$ cat config.mk
export PLATFORM = sky130hd
export DESIGN_NAME = hazard_ctrl_unit
export DESIGN_NICKNAME = d
export VERILOG_FILES = /design/src/rtl/hazard_ctrl_unit.sv
export SDC_FILE = /design/constraint.sdc
export NUM_CORES = 1
export LEC_CHECK = 0
export BUFFER_PORTS_ARGS = -buffer_cell sky130_fd_sc_hd__buf_2
export CORE_ASPECT_RATIO = 1.5
export CORE_MARGIN = 5
export CORE_UTILIZATION = 50
export DETAILED_ROUTE_END_ITERATION = 12
export PLACE_DENSITY_LB_ADDON = 0.3
export SLEW_MARGIN = 20
export SYNTH_ARGS = -nofsm -noshare
export SYNTH_HDL_FRONTEND = slang
export SYNTH_SLANG_ARGS = --single-unit
$ cat constraint.sdc
create_clock -name i_clk -period 4 [get_ports i_clk]
set_input_delay 0.8 -clock i_clk [delete_from_list [all_inputs] [get_ports i_clk]]
set_output_delay 0.8 -clock i_clk [all_outputs]
set_load 0.01 [all_outputs]
$ cat src/rtl/hazard_ctrl_unit.sv
// -----------------------------------------------------------------------------
// hazard_ctrl_unit
//
// Stall/flush controller for the 5-stage RV32I pipeline. It handles the
// hazards that EX-stage forwarding cannot resolve:
//   - load-use: a load in EX whose rd is read by the instruction in ID
//   - taken branch/jump in EX: the two younger wrong-path instructions
//   - outstanding data-memory request: the whole pipeline freezes
// It also keeps stall/flush event counters and a sticky memory-timeout flag.
//
// Ports
//   i_clk, i_rst_n           clock, synchronous active-low reset
//   i_ID_*                   instruction in ID and its decode attributes
//   i_EX_branch_taken        EX redirects the PC
//   i_MEM_req, i_MEM_ack     data-memory handshake of the MEM stage
//   o_*_en                   pipeline register enables
//   o_IF_ID_flush/ID_EX      insert a bubble at the next edge
//   o_MEM_WB_bubble          MEM/WB captures a bubble
//   o_stall_cnt/o_flush_cnt  load-use stall cycles / taken-branch flushes
//   o_mem_timeout            sticky: a memory wait reached MEM_TIMEOUT
// -----------------------------------------------------------------------------
module hazard_ctrl_unit #(
    parameter int MEM_TIMEOUT = 255
) (
    input  logic        i_clk,
    input  logic        i_rst_n,
    input  logic [31:0] i_ID_inst,
    input  logic        i_ID_valid,
    input  logic        i_ID_rd_wren,
    input  logic        i_ID_is_load,
    input  logic        i_ID_uses_rs1,
    input  logic        i_ID_uses_rs2,
    input  logic        i_EX_branch_taken,
    input  logic        i_MEM_req,
    input  logic        i_MEM_ack,
    output logic        o_PC_en,
    output logic        o_IF_ID_en,
    output logic        o_ID_EX_en,
    output logic        o_EX_MEM_en,
    output logic        o_MEM_WB_en,
    output logic        o_IF_ID_flush,
    output logic        o_ID_EX_flush,
    output logic        o_MEM_WB_bubble,
    output logic [31:0] o_stall_cnt,
    output logic [31:0] o_flush_cnt,
    output logic        o_mem_timeout
);

    localparam int WAIT_W = (MEM_TIMEOUT < 2) ? 1 : $clog2(MEM_TIMEOUT + 1);
    localparam logic [WAIT_W-1:0] WAIT_MAX = WAIT_W'(MEM_TIMEOUT);

    typedef enum logic [0:0] {
        ST_RUN      = 1'b0,
        ST_MEM_WAIT = 1'b1
    } state_e;

    state_e             state_q, state_d;
    logic               sh_v_q, sh_v_d;
    logic [4:0]         sh_rd_q, sh_rd_d;
    logic               sh_ld_q, sh_ld_d;
    logic [WAIT_W-1:0]  wait_q, wait_d;
    logic [31:0]        stall_cnt_q, stall_cnt_d;
    logic [31:0]        flush_cnt_q, flush_cnt_d;
    logic               timeout_q, timeout_d;

    logic [4:0]         id_rs1_s, id_rs2_s, id_rd_s;
    logic               fz_s, lu_s;
    logic               stall_inc_s, flush_inc_s;

    assign id_rs1_s = i_ID_inst[19:15];
    assign id_rs2_s = i_ID_inst[24:20];
    assign id_rd_s  = i_ID_inst[11:7];

    // Freeze is purely combinational so it also applies during reset.
    assign fz_s = i_MEM_req & ~i_MEM_ack;

    // Load-use: load in EX writing a non-zero rd that the ID instruction reads.
    assign lu_s = sh_v_q & sh_ld_q & (sh_rd_q != 5'd0) & i_ID_valid &
                  ((i_ID_uses_rs1 & (id_rs1_s == sh_rd_q)) |
                   (i_ID_uses_rs2 & (id_rs2_s == sh_rd_q)));

    // FSM state register.
    always_ff @(posedge i_clk) begin
        if (!i_rst_n) begin
            state_q <= ST_RUN;
        end else begin
            state_q <= state_d;
        end
    end

    // FSM next-state logic.
    always_comb begin
        state_d = state_q;
        case (state_q)
            ST_RUN: begin
                if (fz_s) begin
                    state_d = ST_MEM_WAIT;
                end else begin
                    state_d = ST_RUN;
                end
            end
            ST_MEM_WAIT: begin
                if (i_MEM_ack) begin
                    state_d = ST_RUN;
                end else begin
                    state_d = ST_MEM_WAIT;
                end
            end
            default: state_d = ST_RUN;
        endcase
    end

    // Pipeline control outputs, priority freeze > branch flush > load-use stall.
    always_comb begin
        o_PC_en         = 1'b1;
        o_IF_ID_en      = 1'b1;
        o_ID_EX_en      = 1'b1;
        o_EX_MEM_en     = 1'b1;
        o_MEM_WB_en     = 1'b1;
        o_IF_ID_flush   = 1'b0;
        o_ID_EX_flush   = 1'b0;
        o_MEM_WB_bubble = 1'b0;
        stall_inc_s     = 1'b0;
        flush_inc_s     = 1'b0;
        if (fz_s) begin
            // MEM/WB keeps clocking so the writeback stage drains a bubble.
            o_PC_en         = 1'b0;
            o_IF_ID_en      = 1'b0;
            o_ID_EX_en      = 1'b0;
            o_EX_MEM_en     = 1'b0;
            o_MEM_WB_bubble = 1'b1;
        end else if (i_EX_branch_taken) begin
            // ID holds a wrong-path instruction, so any load-use match is moot.
            o_IF_ID_flush = 1'b1;
            o_ID_EX_flush = 1'b1;
            flush_inc_s   = 1'b1;
        end else if (lu_s) begin
            o_PC_en       = 1'b0;
            o_IF_ID_en    = 1'b0;
            o_ID_EX_flush = 1'b1;
            stall_inc_s   = 1'b1;
        end else begin
            o_PC_en = 1'b1;
        end
    end

    // Next values of the EX shadow entry, wait counter and statistics.
    always_comb begin
        sh_v_d      = sh_v_q;
        sh_rd_d     = sh_rd_q;
        sh_ld_d     = sh_ld_q;
        wait_d      = wait_q;
        stall_cnt_d = stall_cnt_q + (stall_inc_s ? 32'd1 : 32'd0);
        flush_cnt_d = flush_cnt_q + (flush_inc_s ? 32'd1 : 32'd0);
        timeout_d   = timeout_q;

        // Shadow mirrors what the ID/EX register captures.
        if (o_ID_EX_en) begin
            if (o_ID_EX_flush) begin
                sh_v_d  = 1'b0;
                sh_rd_d = 5'd0;
                sh_ld_d = 1'b0;
            end else begin
                sh_v_d  = i_ID_valid & i_ID_rd_wren;
                sh_rd_d = id_rd_s;
                sh_ld_d = i_ID_is_load;
            end
        end else begin
            sh_v_d = sh_v_q;
        end

        if (state_q == ST_MEM_WAIT) begin
            if (wait_q == WAIT_MAX) begin
                wait_d = wait_q;
            end else begin
                wait_d = wait_q + WAIT_W'(1'b1);
            end
            if (wait_d == WAIT_MAX) begin
                timeout_d = 1'b1;
            end else begin
                timeout_d = timeout_q;
            end
        end else begin
            wait_d = '0;
        end
    end

    // Datapath registers: shadow entry, wait counter, counters, timeout flag.
    always_ff @(posedge i_clk) begin
        if (!i_rst_n) begin
            sh_v_q      <= 1'b0;
            sh_rd_q     <= 5'd0;
            sh_ld_q     <= 1'b0;
            wait_q      <= '0;
            stall_cnt_q <= 32'd0;
            flush_cnt_q <= 32'd0;
            timeout_q   <= 1'b0;
        end else begin
            sh_v_q      <= sh_v_d;
            sh_rd_q     <= sh_rd_d;
            sh_ld_q     <= sh_ld_d;
            wait_q      <= wait_d;
            stall_cnt_q <= stall_cnt_d;
            flush_cnt_q <= flush_cnt_d;
            timeout_q   <= timeout_d;
        end
    end

    assign o_stall_cnt   = stall_cnt_q;
    assign o_flush_cnt   = flush_cnt_q;
    assign o_mem_timeout = timeout_q;

endmodule

==> results of run 1 <==
==> final cells by class <==
| cell class | instances | area share [%] |
|---|---|---|
| clock buffers | 14 | 5.96 |
| flip-flops and latches | 81 | 34.0 |
| inverters | 15 | 1.18 |
| well taps | 102 | 2.68 |
| repair buffers | 101 | 10.9 |
| clock inverters | 2 | 0.210 |
| multi-input cells | 351 | 45.1 |
==> logic make-up after synthesis <==
| group | share of synthesized area (%) |
|---|---|
| XOR/XNOR | 5.98 |
| multiplexers | 1.01 |
| flip-flops | 41.0 |
| buffers and inverters | 4.59 |
| AND/OR/NAND/NOR | 27.9 |
| AO/OA/AOI/OAI | 17.8 |
| other | 0.0949 |
| adder cells (fa/ha/maj) | 1.58 |
==> worst max-delay path by stage <==
stage                  startpoint              end  slack (ns)  depth (start not counted)
finish              i_ID_inst[22]  o_stall_cnt[26]        0.64                         11
global route        i_ID_inst[15]  o_stall_cnt[30]        0.33                         11
CTS                 i_ID_inst[22]  o_stall_cnt[26]        0.62                         11
detailed placement  i_ID_inst[22]  o_stall_cnt[26]        0.27                         11
global placement    i_ID_inst[22]  o_stall_cnt[22]        0.34                         11
floorplan           i_ID_inst[22]  o_stall_cnt[20]        0.60                         12
==> metal layers <==
metal	share of wire [%]	global-route usage [%]
met5	0	0
met4	2.0	7.77
met3	6.8	6.27
met2	50	34.0
met1	41	21.6
==> power breakdown <==
group / switching (mW) / internal (mW) / total, mW
combinational: 0.0411 / 0.0334 / 0.0745
sequential: 0.0101 / 0.815 / 0.826
clock: 0.302 / 0.486 / 0.788
==> Yosys cell counts (all sizes together), types with 2 or more instances <==
cell     n  share of area [%]
inv     15                1.4
o311ai   3               0.66
a21oi   43                5.4
or3     22                3.5
nor3    10                1.3
buf     10                1.6
o22ai    2               0.32
ha       5                1.6
clkbuf  17                1.6
nand2   40                3.8
xnor2   21                4.7
o41ai    4               0.89
nand2b   7                1.1
nor4     6               0.95
o21ai   26                3.3
and4     6                1.3
nor2    28                2.7
o21a     2               0.38
mux2i    4                1.0
a31oi    4               0.63
or4     25                4.8
and2     6               0.95
dfxtp   81                 41
or2      3               0.47
nand3   20                2.7
xor2     6                1.3
o31ai   18                3.4
nor4b    2               0.44
nand4   20                3.2
a32oi    7                1.6
==> registers in the layout (all words and copies together), names as in the netlist <==
register / count
o_flush_cnt: 32
o_stall_cnt: 32
wait_q: 8
sh_rd_q: 5
o_mem_timeout: 1
sh_ld_q: 1
sh_v_q: 1
state_q: 1
==> worst register-to-register path, cell delays in order, from the launching register on <==
cell and delay [ns]:
sky130_fd_sc_hd__dfxtp_1 0.43, sky130_fd_sc_hd__xnor2_1 0.14, sky130_fd_sc_hd__nand4_1 0.10, sky130_fd_sc_hd__o22ai_1 0.23
sky130_fd_sc_hd__nor4b_1 0.32, sky130_fd_sc_hd__ha_1 0.23, sky130_fd_sc_hd__ha_1 0.24, sky130_fd_sc_hd__nand4_1 0.10
sky130_fd_sc_hd__or4_1 0.64, sky130_fd_sc_hd__or4_1 0.56, sky130_fd_sc_hd__a21oi_1 0.15
==> stage by stage <==
stage | utilization (%) | cells | cell area [um2] | total power [mW] | worst slack (ns)
6_report | 62.2 | 666 | 4770 | 1.69 | 0.640
5_1_grt | 62.2 | 666 | 4770 | 1.76 | 0.333
4_1_cts | 62.2 | 666 | 4770 | 1.71 | 0.622
3_5_place_dp | 58.4 | 650 | 4470 | 0.918 | 0.273
3_3_place_gp | 58.4 | 650 | 4470 | 0.916 | 0.345
2_1_floorplan | - | 474 | 3950 | 0.888 | 0.604
==> run summary, run 1 <==
### Status
- complete, no violations — outcome

### Die
- 7660 um2 — Core Footprint
- 82.6 um — die width
- 115 — I/O pin total
- 39 — number of rows in the core area
- 51.6% — initial core utilization
- 9820 um2 — Die Area
- 119 um — DIE HEIGHT

### GRT
- 15500 um — wire length of the first global-routing pass
- 0 — overflow left after global routing
- 3584 — number of global-route vias before repair
- 19.6% — Global Route Usage Sum
- 55 — maximum number of pins on one net before global-route repair
- 0 — antenna violations before repair

### STA
- 3.36 ns — minimum period implied by the final worst setup slack
- 0.298 GHz — maximum frequency from static timing analysis
- 0 — setup violators final
- 0.630 ns — transition time of the tightest slew-check pin
- false — RSZ-0062 raised after global routing
- 0 — Final Max Slew Viols
- 0 ns — Setup TNS
- 0 — hold violation count in the final report
- 0.449 ns — post-route worst hold slack
- 0.00318 ns — worst clock skew
- 84.0% — fraction of the cycle the final worst path needs
- 57.9% — max-slew headroom at the worst pin

### Routing
- 5 — drt first pass iters
- 0 — DRC violations left
- 14.0 um — WL/cell
- 5.77 — vias per std cell
- 0 — Final ANT Viol Nets
- 9320 um — total wirelength of the detailed-routed design
- 3842 — via count
- 175 — iteration-0 DRC count of the detailed router

### Logic synthesis
- 3950 um2 — combined area of all synthesized cells
- 474 — post-synthesis instance total
- 0 — number of flops mapped to enable cells by yosys
- 521 — post-synth net total
- 8.34 um2 — syn avg cell area
- sky130_fd_sc_hd__dfxtp_1 — flip-flop cell with the highest count after synthesis
- 46 — count of unique library cells instantiated by Yosys
- 41.0% — Seq/Total Area, Yosys
- 0% — async set-reset flop share out of synthesis
- 81 — total of flip-flops plus latches after synthesis
- 0 — Yosys warning total

### Clocking
- 0 — number of cells upsized or downsized after cts
- 0 — number of buffers added for setup after CTS
- built — clock tree from TritonCTS
- 0 — hold buffer count at CTS
- 81 — Num Clock Sinks
- 2 — largest buffer count on any clock path
- sky130_fd_sc_hd__clkbuf_16 — CTS Root Cell
- 0.33 ns — clock latency reported for the late side of the worst-skew pair
- 3 — count of H-tree levels built during CTS
- 0.06 ns — clock-pin slew on the worst setup and hold paths
- 9 — number of buffers inserted during clock tree synthesis

### Pwr
- 354 nW/um2 — Pwr per Cell Area
- 1.75 nW — leakage power
- 0.291 mV — maximum vdd ir drop

### Final layout
- sky130_fd_sc_hd__buf_2 — most common cell after layout, fill and taps aside
- 2150 um2 — area of the multi-input gates
- 21.5% — fraction of layout cells with a size suffix above 1
- 606 — fin nets
- 20.6% — Area Growth Syn to Fin
- 1620 um2 — FF/Latch Area
- sky130_fd_sc_hd__buf_2 (96), sky130_fd_sc_hd__dfxtp_1 (81), sky130_fd_sc_hd__a21oi_1 (43) — commonest non-fill, non-tap cells in the layout
- 0 — Antenna Diode Count
- 694 — fill count

### Worst setup path
- 4.26 ns — required time at the endpoint of the critical path
- 16 — largest fanout of any net on the critical path
- sh_rd_q[4] — R2R Path Start
- 0.64 ns — max incr delay on CP
- buf_2 > xnor2_1 > nand4_1 > o22ai_1 > nor4b_1 > ha_1 > ha_1 > nand4_1 > or4_1 > or4_1 > a21oi_1 — chain of cells forming the critical path
- 10 — number of cells traversed by the worst register-to-register path
- input port — CP startpoint kind
- flop — Critical Path Sink Type
- sky130_fd_sc_hd__or4_1 — CP max stage cell
- o_stall_cnt[26] — R2R Path End
- 3.62 ns — Crit path arrival time
- simple AND/OR/NAND/NOR gates — Crit path max-delay family
- 1 — buffers plus inverters on the worst setup path
- in -> reg — Setup CP Type
- 0.78 ns — worst setup slack for register-to-register paths

### Min path
- o_mem_timeout — Min-Delay Startpoint
- 2 — number of instances on the worst hold path
- reg -> reg — min-delay worst type
- o_mem_timeout — endpoint of the worst hold path

### Place
- 6770 um — HPWL Detailed
- 96 — # port buffers
- 0.809 — final weighted congestion in routability-driven placement

### Job
- 0 — max-capacitance violation count

(Power assumes the default switching activity.)
==> run 2: changes to the inputs <==
==> constraint.sdc (replaced) <==
create_clock -name i_clk -period 3.1 [get_ports i_clk]
set_input_delay 0.62 -clock i_clk [delete_from_list [all_inputs] [get_ports i_clk]]
set_output_delay 0.62 -clock i_clk [all_outputs]
set_load 0.01 [all_outputs]
==> run summary, run 2 (synthesized netlist as in run 1, its figures left out) <==
### Die
- 119 um — DIE HEIGHT
- 115 — I/O pin total
- 7660 um2 — Core Footprint
- 51.6% — initial core utilization
- 9820 um2 — Die Area
- 39 — number of rows in the core area
- 82.6 um — die width

### GRT
- 0 — overflow left after global routing
- 0 — antenna violations before repair
- 3646 — number of global-route vias before repair
- 55 — maximum number of pins on one net before global-route repair
- 16200 um — wire length of the first global-routing pass
- 36.4% — met2 routing resource usage after global routing
- 7.10% — GR Layer Usage met3
- 22.3% — grt met1 use
- met2 — grt peak-use layer
- 20.7% — Global Route Usage Sum

### Routing
- 0 — DRC violations left
- 4 — drt first pass iters
- 0 — Final ANT Viol Nets
- 5.84 — vias per std cell
- 14.6 um — WL/cell
- 9800 um — total wirelength of the detailed-routed design
- 3930 — via count
- 191 — iteration-0 DRC count of the detailed router

### Worst setup path
- 11 — Stages on worst setup path
- o_stall_cnt[28] — R2R Path End
- flop — Critical Path Sink Type
- o_stall_cnt[28] — end point of the critical path
- 3.19 ns — Crit path arrival time
- sh_rd_q[4] — R2R Path Start
- 14 — largest fanout of any net on the critical path
- 11 — number of cells traversed by the worst register-to-register path
- sky130_fd_sc_hd__or4_1 — CP max stage cell
- sh_rd_q[4] — crit path from
- reg -> reg — Setup CP Type
- 1 — buffers plus inverters on the worst setup path
- 0.18 ns — worst setup slack for register-to-register paths
- xnor2_1 > nand4_1 > o22ai_2 > nor4b_2 > ha_1 > ha_1 > nand4_1 > or4_1 > buf_4 > or4_1 > a21oi_1 — chain of cells forming the critical path
- 3.36 ns — required time at the endpoint of the critical path
- simple AND/OR/NAND/NOR gates — Crit path max-delay family
- 0.47 ns — max incr delay on CP
- flop — CP startpoint kind

### STA
- 0 — hold violation count in the final report
- 0.00346 ns — worst clock skew
- 0.342 GHz — maximum frequency from static timing analysis
- 0.682 ns — transition time of the tightest slew-check pin
- 0.178 ns — final setup margin
- 2.92 ns — minimum period implied by the final worst setup slack
- 0 ns — Setup TNS
- 54.4% — max-slew headroom at the worst pin
- 0 — setup violators final
- 94.2% — fraction of the cycle the final worst path needs
- 0 — Final Max Slew Viols

### Final layout
- sky130_fd_sc_hd__buf_2 (96), sky130_fd_sc_hd__dfxtp_1 (81), sky130_fd_sc_hd__a21oi_1 (43) — commonest non-fill, non-tap cells in the layout
- sky130_fd_sc_hd__buf_2 — most common cell after layout, fill and taps aside
- 22.4% — fraction of layout cells with a size suffix above 1
- 0 — Antenna Diode Count
- 615 — fin nets
- 22.2% — Area Growth Syn to Fin
- 680 — fill count

### Clocking
- 0 — hold buffer count at CTS
- 2 — largest buffer count on any clock path
- 0 — number of buffers added for setup after CTS
- 0.34 ns — clock latency reported for the late side of the worst-skew pair
- 81 — Num Clock Sinks
- 0 — number of cells upsized or downsized after cts
- 3 — count of H-tree levels built during CTS
- 9 — number of buffers inserted during clock tree synthesis
- built — clock tree from TritonCTS
- sky130_fd_sc_hd__clkbuf_16 — CTS Root Cell
- 0.05 ns — clock-pin slew on the worst setup and hold paths

### Job
- 0 — max-capacitance violation count

### Pwr
- 1.78 nW — leakage power
- 0.293 mV — maximum vdd ir drop
- 440 nW/um2 — Pwr per Cell Area

### Status
- complete, no violations — outcome

### Place
- 96 — # port buffers
- -0.196 ns — worst-case setup slack after placement
- 0.844 — final weighted congestion in routability-driven placement
- 7060 um — HPWL Detailed

### Min path
- in -> reg — min-delay worst type

run 2: changes by cell type in the layout (fill, tap and decap cells not counted), sizes merged:
cell,previous run,this run
buf,101,110
clkinv,2,0
run 2: routing by layer:
metal	wire [um]	up-vias
li1	-	1949
met3	760	9
met4	146	0
met2	5090	127
met1	3800	1845
met5	0	-
run 2: stage by stage:
stage	area (um2)	total power, mW	util, %	instances	hold WS [ns]
2_1_floorplan	3960	1.15	-	474	0.436
3_3_place_gp	4560	1.18	59.5	659	0.447
3_5_place_dp	4560	1.19	59.5	659	0.441
4_1_cts	4820	2.15	63.0	673	0.445
5_1_grt	4830	2.21	63.0	673	0.455
6_report	4830	2.13	63.0	673	0.456
run 2: layout make-up:
cell class | count | area, um2 | area share, %
inverters | 15 | 56.3 | 1.17
well taps | 102 | 128 | 2.64
clock buffers | 14 | 264 | 5.47
repair buffers | 110 | 598 | 12.4
multi-input cells | 351 | 2160 | 44.8
flip-flops and latches | 81 | 1620 | 33.6
run 2: where the power goes:
group | total [mW] | leakage, nW | internal, mW | switching (mW)
sequential | 1.06 | 0.654 | 1.05 | 0.0126
combinational | 0.0995 | 0.998 | 0.0445 | 0.0550
clock | 0.961 | 0.129 | 0.578 | 0.383
total | 2.13 | 1.78 | 1.67 | 0.451
run 2: worst min-delay path by stage:
| stage | startpoint | endpoint | slack, ns | depth (start not counted) |
|---|---|---|---|---|
| floorplan | sh_v_q | sh_v_q | 0.44 | 2 |
| global placement | o_mem_timeout | o_mem_timeout | 0.45 | 2 |
| detailed placement | o_mem_timeout | o_mem_timeout | 0.44 | 2 |
| CTS | i_MEM_ack | state_q | 0.44 | 2 |
| global route | i_MEM_ack | state_q | 0.46 | 2 |
| finish | i_MEM_ack | state_q | 0.46 | 2 |
==> run 3: changes to the inputs <==
--- a/config.mk
+++ b/config.mk
@@ -6,7 +6,7 @@
 export NUM_CORES = 1
 export LEC_CHECK = 0
 export BUFFER_PORTS_ARGS = -buffer_cell sky130_fd_sc_hd__buf_2
-export CORE_ASPECT_RATIO = 1.5
+export CORE_ASPECT_RATIO = 0.8
 export CORE_MARGIN = 5
 export CORE_UTILIZATION = 50
 export DETAILED_ROUTE_END_ITERATION = 12
==> run summary, run 3 (synthesized netlist as in run 1, its figures left out) <==
### STA
- 0.0107 ns — worst clock skew
- 0.336 GHz — maximum frequency from static timing analysis
- 0 ns — Setup TNS
- 0.125 ns — final setup margin
- 0 — Final Max Slew Viols
- 2.97 ns — minimum period implied by the final worst setup slack
- 0.627 ns — transition time of the tightest slew-check pin
- 0 — hold violation count in the final report
- 0 — setup violators final
- 96.0% — fraction of the cycle the final worst path needs
- 58.1% — max-slew headroom at the worst pin

### Final layout
- 683 — Post-Layout Cell Count
- 24.3% — fraction of layout cells with a size suffix above 1
- 23.4% — Area Growth Syn to Fin
- 0 — Antenna Diode Count
- 617 — fin nets
- sky130_fd_sc_hd__buf_2 (96), sky130_fd_sc_hd__dfxtp_1 (76), sky130_fd_sc_hd__a21oi_1 (43) — commonest non-fill, non-tap cells in the layout
- 4880 um2 — Final Cell Area
- sky130_fd_sc_hd__buf_2 — most common cell after layout, fill and taps aside

### Pwr
- 4.8% — combinational fraction of design power
- 46.0% — part of the total power dissipated in the clock network
- 443 nW/um2 — Pwr per Cell Area
- 1.72 mW — design internal power
- 0.294 mV — maximum vdd ir drop
- 1.79 nW — leakage power
- 20.6% — switching power as a share of total power
- 445 uW — power spent charging and discharging nets
- 49.2% — Reg power frac

### Die
- 50.7% — initial core utilization
- 89.5 um — DIE HEIGHT
- 29 — number of rows in the core area
- 115 — I/O pin total
- 9790 um2 — Die Area
- 109 um — die width
- 7800 um2 — Core Footprint

### Status
- complete, no violations — outcome

### Routing
- 0 — DRC violations left
- 9910 um — total wirelength of the detailed-routed design
- 14.5 um — WL/cell
- 249 — iteration-0 DRC count of the detailed router
- 5.67 — vias per std cell
- 3876 — via count
- 0 — Final ANT Viol Nets
- 4 — drt first pass iters

### Worst setup path
- 15 — largest fanout of any net on the critical path
- flop — Critical Path Sink Type
- 3.38 ns — required time at the endpoint of the critical path
- in -> reg — Setup CP Type
- 11 — number of cells traversed by the worst register-to-register path
- 3.26 ns — Crit path arrival time
- input port — CP startpoint kind

### GRT
- 3636 — number of global-route vias before repair
- 0 — overflow left after global routing
- 20.8% — Global Route Usage Sum
- 16500 um — wire length of the first global-routing pass
- 0 — antenna violations before repair
- 55 — maximum number of pins on one net before global-route repair

### Clocking
- 3 — count of H-tree levels built during CTS
- 0.35 ns — clock latency reported for the late side of the worst-skew pair
- 0 — number of buffers added for setup after CTS
- 2 — largest buffer count on any clock path
- sky130_fd_sc_hd__clkbuf_8 — CTS Root Cell
- 9 — number of buffers inserted during clock tree synthesis
- built — clock tree from TritonCTS
- 0.09 ns — clock-pin slew on the worst setup and hold paths
- 81 — Num Clock Sinks

### Place
- 667 — Inst Count DP
- 4580 um2 — cell area reported after detailed placement
- -0.240 ns — worst-case setup slack after placement
- 96 — # port buffers
- 0.875 — final weighted congestion in routability-driven placement
- 7000 um — HPWL Detailed

### Min path
- 2 — number of instances on the worst hold path
- reg -> reg — min-delay worst type

### Job
- 0 — max-capacitance violation count

run 3: cell count changes in the layout (fill, tap and decap cells not counted), sizes merged:
cell      previous run  this run
bufinv               0         4
clkbuf              14        11
buf                110       112
clkinvlp             0         1
run 3: worst paths after layout:
path | to | startpoint | slack, ns
hold / removal | o_mem_timeout | o_mem_timeout | 0.46
setup / recovery | o_stall_cnt[22] | i_ID_inst[22] | 0.13
setup reg to reg | o_stall_cnt[22] | sh_rd_q[2] | 0.14
hold reg to reg | o_mem_timeout | o_mem_timeout | 0.46
run 3: worst max-delay path, cell delays in order:
cell and delay (ns):
sky130_fd_sc_hd__buf_2 0.11, sky130_fd_sc_hd__xnor2_1 0.18, sky130_fd_sc_hd__nand4_1 0.14, sky130_fd_sc_hd__o22ai_2 0.27
sky130_fd_sc_hd__nor4b_4 0.24, sky130_fd_sc_hd__ha_2 0.21, sky130_fd_sc_hd__ha_1 0.18, sky130_fd_sc_hd__nand4_1 0.10
sky130_fd_sc_hd__or4_1 0.42, sky130_fd_sc_hd__buf_6 0.17, sky130_fd_sc_hd__or4_1 0.47, sky130_fd_sc_hd__a21oi_1 0.15
run 3: final cells by class:
cell class                      instances  area [um2]
Clock buffer                           11         131
Tap cell                              108         135
Timing Repair Buffer                  112         617
Fill cell                             727        2930
Inverter                               15        56.3
Multi-Input combinational cell        351        2180
Sequential cell                        81        1630
Clock inverter                          5         128
run 3: timing repair:
| action | 4_1_cts | 5_1_grt |
|---|---|---|
| hold endpoints to repair | 0 | 0 |
| gates resized for setup | 0 | 10 |
| hold buffers | 0 | 0 |
| endpoints found under the setup margin | 0 | 11 |
run 3: power by group through the flow:
stage / logic (mW) / clock network (mW) / registers (mW)
2_1_floorplan: 0.0617 / 0 / 1.08
3_3_place_gp: 0.0975 / 0 / 1.09
4_1_cts: 0.101 / 1.01 / 1.06
3_5_place_dp: 0.101 / 0 / 1.09
6_report: 0.103 / 0.993 / 1.06
5_1_grt: 0.115 / 1.07 / 1.07
run 3: stage by stage:
| step | utilization [%] | total power, mW | hold slack, ns |
|---|---|---|---|
| global placement | 58.7 | 1.18 | 0.439 |
| floorplan | - | 1.15 | 0.436 |
| CTS | 62.1 | 2.17 | 0.448 |
| finish | 62.5 | 2.16 | 0.457 |
| global route | 62.5 | 2.25 | 0.451 |
| detailed placement | 58.7 | 1.19 | 0.442 |
run 3: per-layer routing:
metal / GRT usage (%) / vias to the layer above / wire (um)
li1: - / 1952 / -
met1: 26.6 / 1819 / 4610
met2: 34.1 / 94 / 4500
met3: 7.22 / 11 / 698
met4: 4.76 / 0 / 102
met5: 0 / - / 0
